$ cat src/rtl/alu_ctrl.sv
// alu_ctrl: single-issue sequencer in front of the 8-bit ALU.
// Holds the accumulator and carry, drives ALU selects, returns results.
module alu_ctrl (
  input  logic       clk_i,
  input  logic       rst_i,
  input  logic       instr_valid_i,
  output logic       instr_ready_o,
  input  logic [3:0] instr_op_i,
  input  logic [7:0] instr_imm_i,
  output logic       res_valid_o,
  input  logic       res_ready_i,
  output logic [7:0] res_data_o,
  output logic       res_cf_o,
  output logic       res_zf_o,
  output logic       res_err_o,
  output logic [7:0] acc_o,
  output logic       cf_sel_o,
  output logic       alu_sel_0_o,
  output logic [1:0] alu_sel_1_o,
  output logic       inv_sel_o,
  output logic       shftr_sel_o,
  output logic       shftl_sel_o,
  output logic [7:0] oprnd_0_o,
  output logic [7:0] oprnd_1_o,
  input  logic [7:0] alu_result_i,
  input  logic       cf_i
);

  typedef enum logic [1:0] {
    IDLE = 2'd0,
    EXEC = 2'd1,
    RESP = 2'd2
  } state_t;

  localparam logic [3:0] OP_ADD = 4'd0;
  localparam logic [3:0] OP_ADC = 4'd1;
  localparam logic [3:0] OP_AND = 4'd2;
  localparam logic [3:0] OP_OR  = 4'd3;
  localparam logic [3:0] OP_XOR = 4'd4;
  localparam logic [3:0] OP_NOT = 4'd5;
  localparam logic [3:0] OP_SHR = 4'd6;
  localparam logic [3:0] OP_SHL = 4'd7;
  localparam logic [3:0] OP_LDA = 4'd8;
  localparam logic [3:0] OP_CLC = 4'd9;

  state_t     state;
  logic [7:0] acc;
  logic       cf;
  logic [3:0] op_q;
  logic [7:0] imm_q;
  logic       err_q;
  logic       cf_upd;

  assign instr_ready_o = (state == IDLE);
  assign res_valid_o   = (state == RESP);
  assign res_data_o    = acc;
  assign res_cf_o      = cf;
  assign res_zf_o      = (acc == 8'h00);
  assign res_err_o     = err_q;
  assign acc_o         = acc;
  assign oprnd_0_o     = acc;
  assign oprnd_1_o     = imm_q;

  // Arithmetic and shifts produce a carry; logic ops leave it alone.
  assign cf_upd = (op_q == OP_ADD) || (op_q == OP_ADC) ||
                  (op_q == OP_SHR) || (op_q == OP_SHL);

  always_comb begin
    cf_sel_o    = 1'b0;
    alu_sel_0_o = 1'b0;
    alu_sel_1_o = 2'b00;
    inv_sel_o   = 1'b0;
    shftr_sel_o = 1'b0;
    shftl_sel_o = 1'b0;
    if (state == EXEC) begin
      case (op_q)
        OP_ADC: cf_sel_o = cf;
        OP_AND: begin
          alu_sel_0_o = 1'b1;
          alu_sel_1_o = 2'b01;
        end
        OP_OR: begin
          alu_sel_0_o = 1'b1;
          alu_sel_1_o = 2'b10;
        end
        OP_XOR: begin
          alu_sel_0_o = 1'b1;
          alu_sel_1_o = 2'b11;
        end
        OP_NOT: inv_sel_o   = 1'b1;
        OP_SHR: shftr_sel_o = 1'b1;
        OP_SHL: shftl_sel_o = 1'b1;
        default: ;
      endcase
    end
  end

  always_ff @(posedge clk_i) begin
    if (rst_i) begin
      state <= IDLE;
      acc   <= 8'h00;
      cf    <= 1'b0;
      op_q  <= 4'h0;
      imm_q <= 8'h00;
      err_q <= 1'b0;
    end else begin
      case (state)
        IDLE: begin
          if (instr_valid_i) begin
            op_q  <= instr_op_i;
            imm_q <= instr_imm_i;
            err_q <= 1'b0;
            if (!instr_op_i[3]) begin
              state <= EXEC;
            end else begin
              // Non-ALU ops complete at the accept edge.
              state <= RESP;
              case (instr_op_i)
                OP_LDA:  acc   <= instr_imm_i;
                OP_CLC:  cf    <= 1'b0;
                default: err_q <= 1'b1;
              endcase
            end
          end
        end
        EXEC: begin
          acc   <= alu_result_i;
          if (cf_upd)
            cf  <= cf_i;
          state <= RESP;
        end
        RESP: begin
          if (res_ready_i)
            state <= IDLE;
        end
        default: state <= IDLE;
      endcase
    end
  end

endmodule

$ cat config.mk
export PLATFORM = sky130hd
export DESIGN_NAME = alu_ctrl
export DESIGN_NICKNAME = d
export VERILOG_FILES = /design/src/rtl/alu_ctrl.sv
export SDC_FILE = /design/constraint.sdc
export NUM_CORES = 1
export LEC_CHECK = 0
export CORE_AREA = 10 10 72 74
export CTS_BUF_LIST = sky130_fd_sc_hd__clkbuf_8
export CTS_CLUSTER_SIZE = 14
export DETAILED_ROUTE_END_ITERATION = 10
export DIE_AREA = 0 0 82 84
export PLACE_DENSITY_LB_ADDON = 0.08
export SYNTH_ARGS = -nofsm -noshare
export SYNTH_HDL_FRONTEND = slang
export SYNTH_SLANG_ARGS = --single-unit
$ cat constraint.sdc
create_clock -name clk_i -period 3.46 [get_ports clk_i]
set_clock_uncertainty 0.1 [all_clocks]
set_input_delay 1.038 -clock clk_i [delete_from_list [all_inputs] [get_ports clk_i]]
set_output_delay 1.038 -clock clk_i [all_outputs]
set_load 0.02 [all_outputs]
==> reports/results.ini <==
[logic_synthesis]
ys_async_sr_fraction=0
syn_avg_cell_area_um2=8.10
postSynthCellCount=158
synth.distinct_cells=33
syn_area_um2=1280
syn-num-nets=183
synth-seq-cells=24
ys.flop_type=dfxtp_1
yosysWarnings=0
synth.yosys.seq_area_share=0.375
synth-edff-count=0

[power_and_ir_drop]
power.density_nw_per_um2=365
ir_drop_mv=0.164
power_leakage_uw=0.000645

[cells_and_area]
final_cell_mix=clkdlybuf4s50_1, nand2_1, dfxtp_1, a21oi_1, nor2_1
seq_area_um2=480
diodes=0
multi_input_area_um2=598
final_common_cell=clkdlybuf4s50_1
nFillCells=382
area_growth_pct=48.4
drive_gt1_frac=0.0637
nets=230

[route]
routedWlPerCell_um=15.4
drt_iter0_drc=38
wl_mm=3.90
viasPerCell=4.86
firstDrtPassIters=4
num_vias=1234
drtAntennaViolNets=0
drc=0

[worst_setup_path]
slowest_delay_ns=0.67
critPathMaxFanout=7
cp.required_ns=2.32
worstPathBufferInverterCount=1
reg2reg_to=oprnd_1_o[0]$_SDFFE_PP0P_
arrival_ns=2.10
critPathTopFamily=simple AND/OR/NAND/NOR gates
crit_chain=nor3b_2 -> nand2_1 -> nor4b_1 -> clkdlybuf4s50_1
startpoint_type=flop
r2r.worst_path.cells=3
r2r_start=state[1]$_SDFFE_PP0P_
critical_path_class=flop to output port
reg2reg_slack_ns=2.00
critPathCaptureType=output port
critPathSlowestCell=clkdlybuf4s50_1

[floorplan]
coreArea_um2=3860
die_w_um=82
io_pins=69
num_rows=23
die_area_um2=6890
fp.dieH_um=84
initial_core_util=0.332

[clocking]
ctsRootBufferMaster=clkbuf_8
cts.htree.levels=1
post_cts_buffers=0
cts.sinks=24
holdBufCountCts=0
cts_buffers=3
clock_latency_ns=0.27
tritoncts=done
clk_path_buf_depth=2
clkTransAtPathRegs_ns=0.09
cts_resized=0

[worst_hold_path]
worstHoldPathCells=2
min_to=oprnd_1_o[5]$_SDFFE_PP0P_
hold_class=flop to flop
min-delay-start=oprnd_1_o[5]$_SDFFE_PP0P_

[timing]
worst-slew-pin-transition_ns=0.497
rsz0062_at_grt=false
fin_crit_ns=3.23
finalHoldViolations=0
finalCritPeriodShare=0.935
layout_setup_ws_ns=0.226
slew_headroom=0.668
fmax_ghz=0.309
tns_ns=0
setup_viol=0
finalMaxSlewViolations=0

[placement]
dp_hpwl_mm=3.09
dp_slack_ns=0.513
gp_congestion=0.766
port_buffers=68

[global_routing]
track_usage=0.110
overflow=0
antenna_found_initial=0
grt_max_degree=26
grt_pass1_wl_mm=6.09
grt_pass1_vias=1191

[job]
maxCapViolCount=0

[run_status]
status=completed

-- state kept, by name, indices dropped and copies added (netlist names) --
name / flops
res_cf_o: 1
acc_o: 8
res_err_o: 1
state: 2
oprnd_1_o: 8
op_q: 4
-- through the flow --
stage                     total power, uW   util  cells  hold slack, ns  area [um^2]
after floorplan                       426      -    158           0.373         1280
after global placement                508  0.478    250           0.340         1840
after detailed placement              509  0.478    250           0.351         1840
after CTS                             702  0.493    254           0.365         1900
after global routing                  734  0.493    254           0.387         1900
final                                 693  0.493    254           0.362         1900
-- layout make-up --
class / instances / share of cell area
Sequential cell: 24 / 0.253
Clock buffer: 4 / 0.0290
Tap cell: 50 / 0.0329
Multi-Input combinational cell: 105 / 0.315
Timing Repair Buffer: 71 / 0.370
-- metal layers --
layer	part of all wire	GRT usage	vias up
li1	-	-	628
met3	0.095	0.0366	0
met2	0.48	0.173	42
met4	0	0.0232	0
met1	0.43	0.140	564
met5	0	0	-
-- synthesized netlist by cell type (3+ instances only) --
master	n	area share
clkbuf_1	4	0.012
dfxtp_1	24	0.38
nor2_1	12	0.035
buf_4	17	0.10
buf_6	3	0.026
a311oi_1	8	0.055
nand2b_1	3	0.015
a21oi_1	13	0.051
nand3_1	8	0.031
nand2_1	28	0.082
o21ai_0	8	0.031
buf_2	4	0.016
-- cells by family (layout without fill, tap and decap cells) --
group | count (synthesis) | after routing | share of synthesized area
buf+inv | 29 | 75 | 0.157
xor+xnor | 1 | 1 | 0.00684
simple gates | 68 | 68 | 0.280
flops | 24 | 24 | 0.375
mux | 1 | 1 | 0.00782
compound gates | 35 | 35 | 0.173
-- report_power, final --
part / switching [uW] / total (uW) / internal, uW
Combinational: 93.3 / 189 / 96.0
Clock: 91.8 / 193 / 102
Sequential: 17.7 / 311 / 293
Total: 203 / 693 / 491
-- worst register-to-register path, stage by stage, from the launching register on --
cell and delay (ns):
dfxtp_1 0.39, or3b_1 0.63, nand2_1 0.15, a21oi_1 0.07
-- worst max-delay path by stage --
| stage | from | slack, ns | cells after the start | to |
|---|---|---|---|---|
| 2_1_floorplan | state[1]$_SDFFE_PP0P_ | 0.79 | 5 | shftr_sel_o |
| 3_3_place_gp | state[0]$_SDFFE_PP0P_ | 0.60 | 4 | cf_sel_o |
| 3_5_place_dp | state[0]$_SDFFE_PP0P_ | 0.51 | 4 | cf_sel_o |
| 4_1_cts | state[0]$_SDFFE_PP0P_ | 0.21 | 4 | cf_sel_o |
| 5_1_grt | state[0]$_SDFFE_PP0P_ | 0.09 | 4 | cf_sel_o |
| 6_report | state[0]$_SDFFE_PP0P_ | 0.23 | 4 | cf_sel_o |
Power figures use the tool's default switching activity.
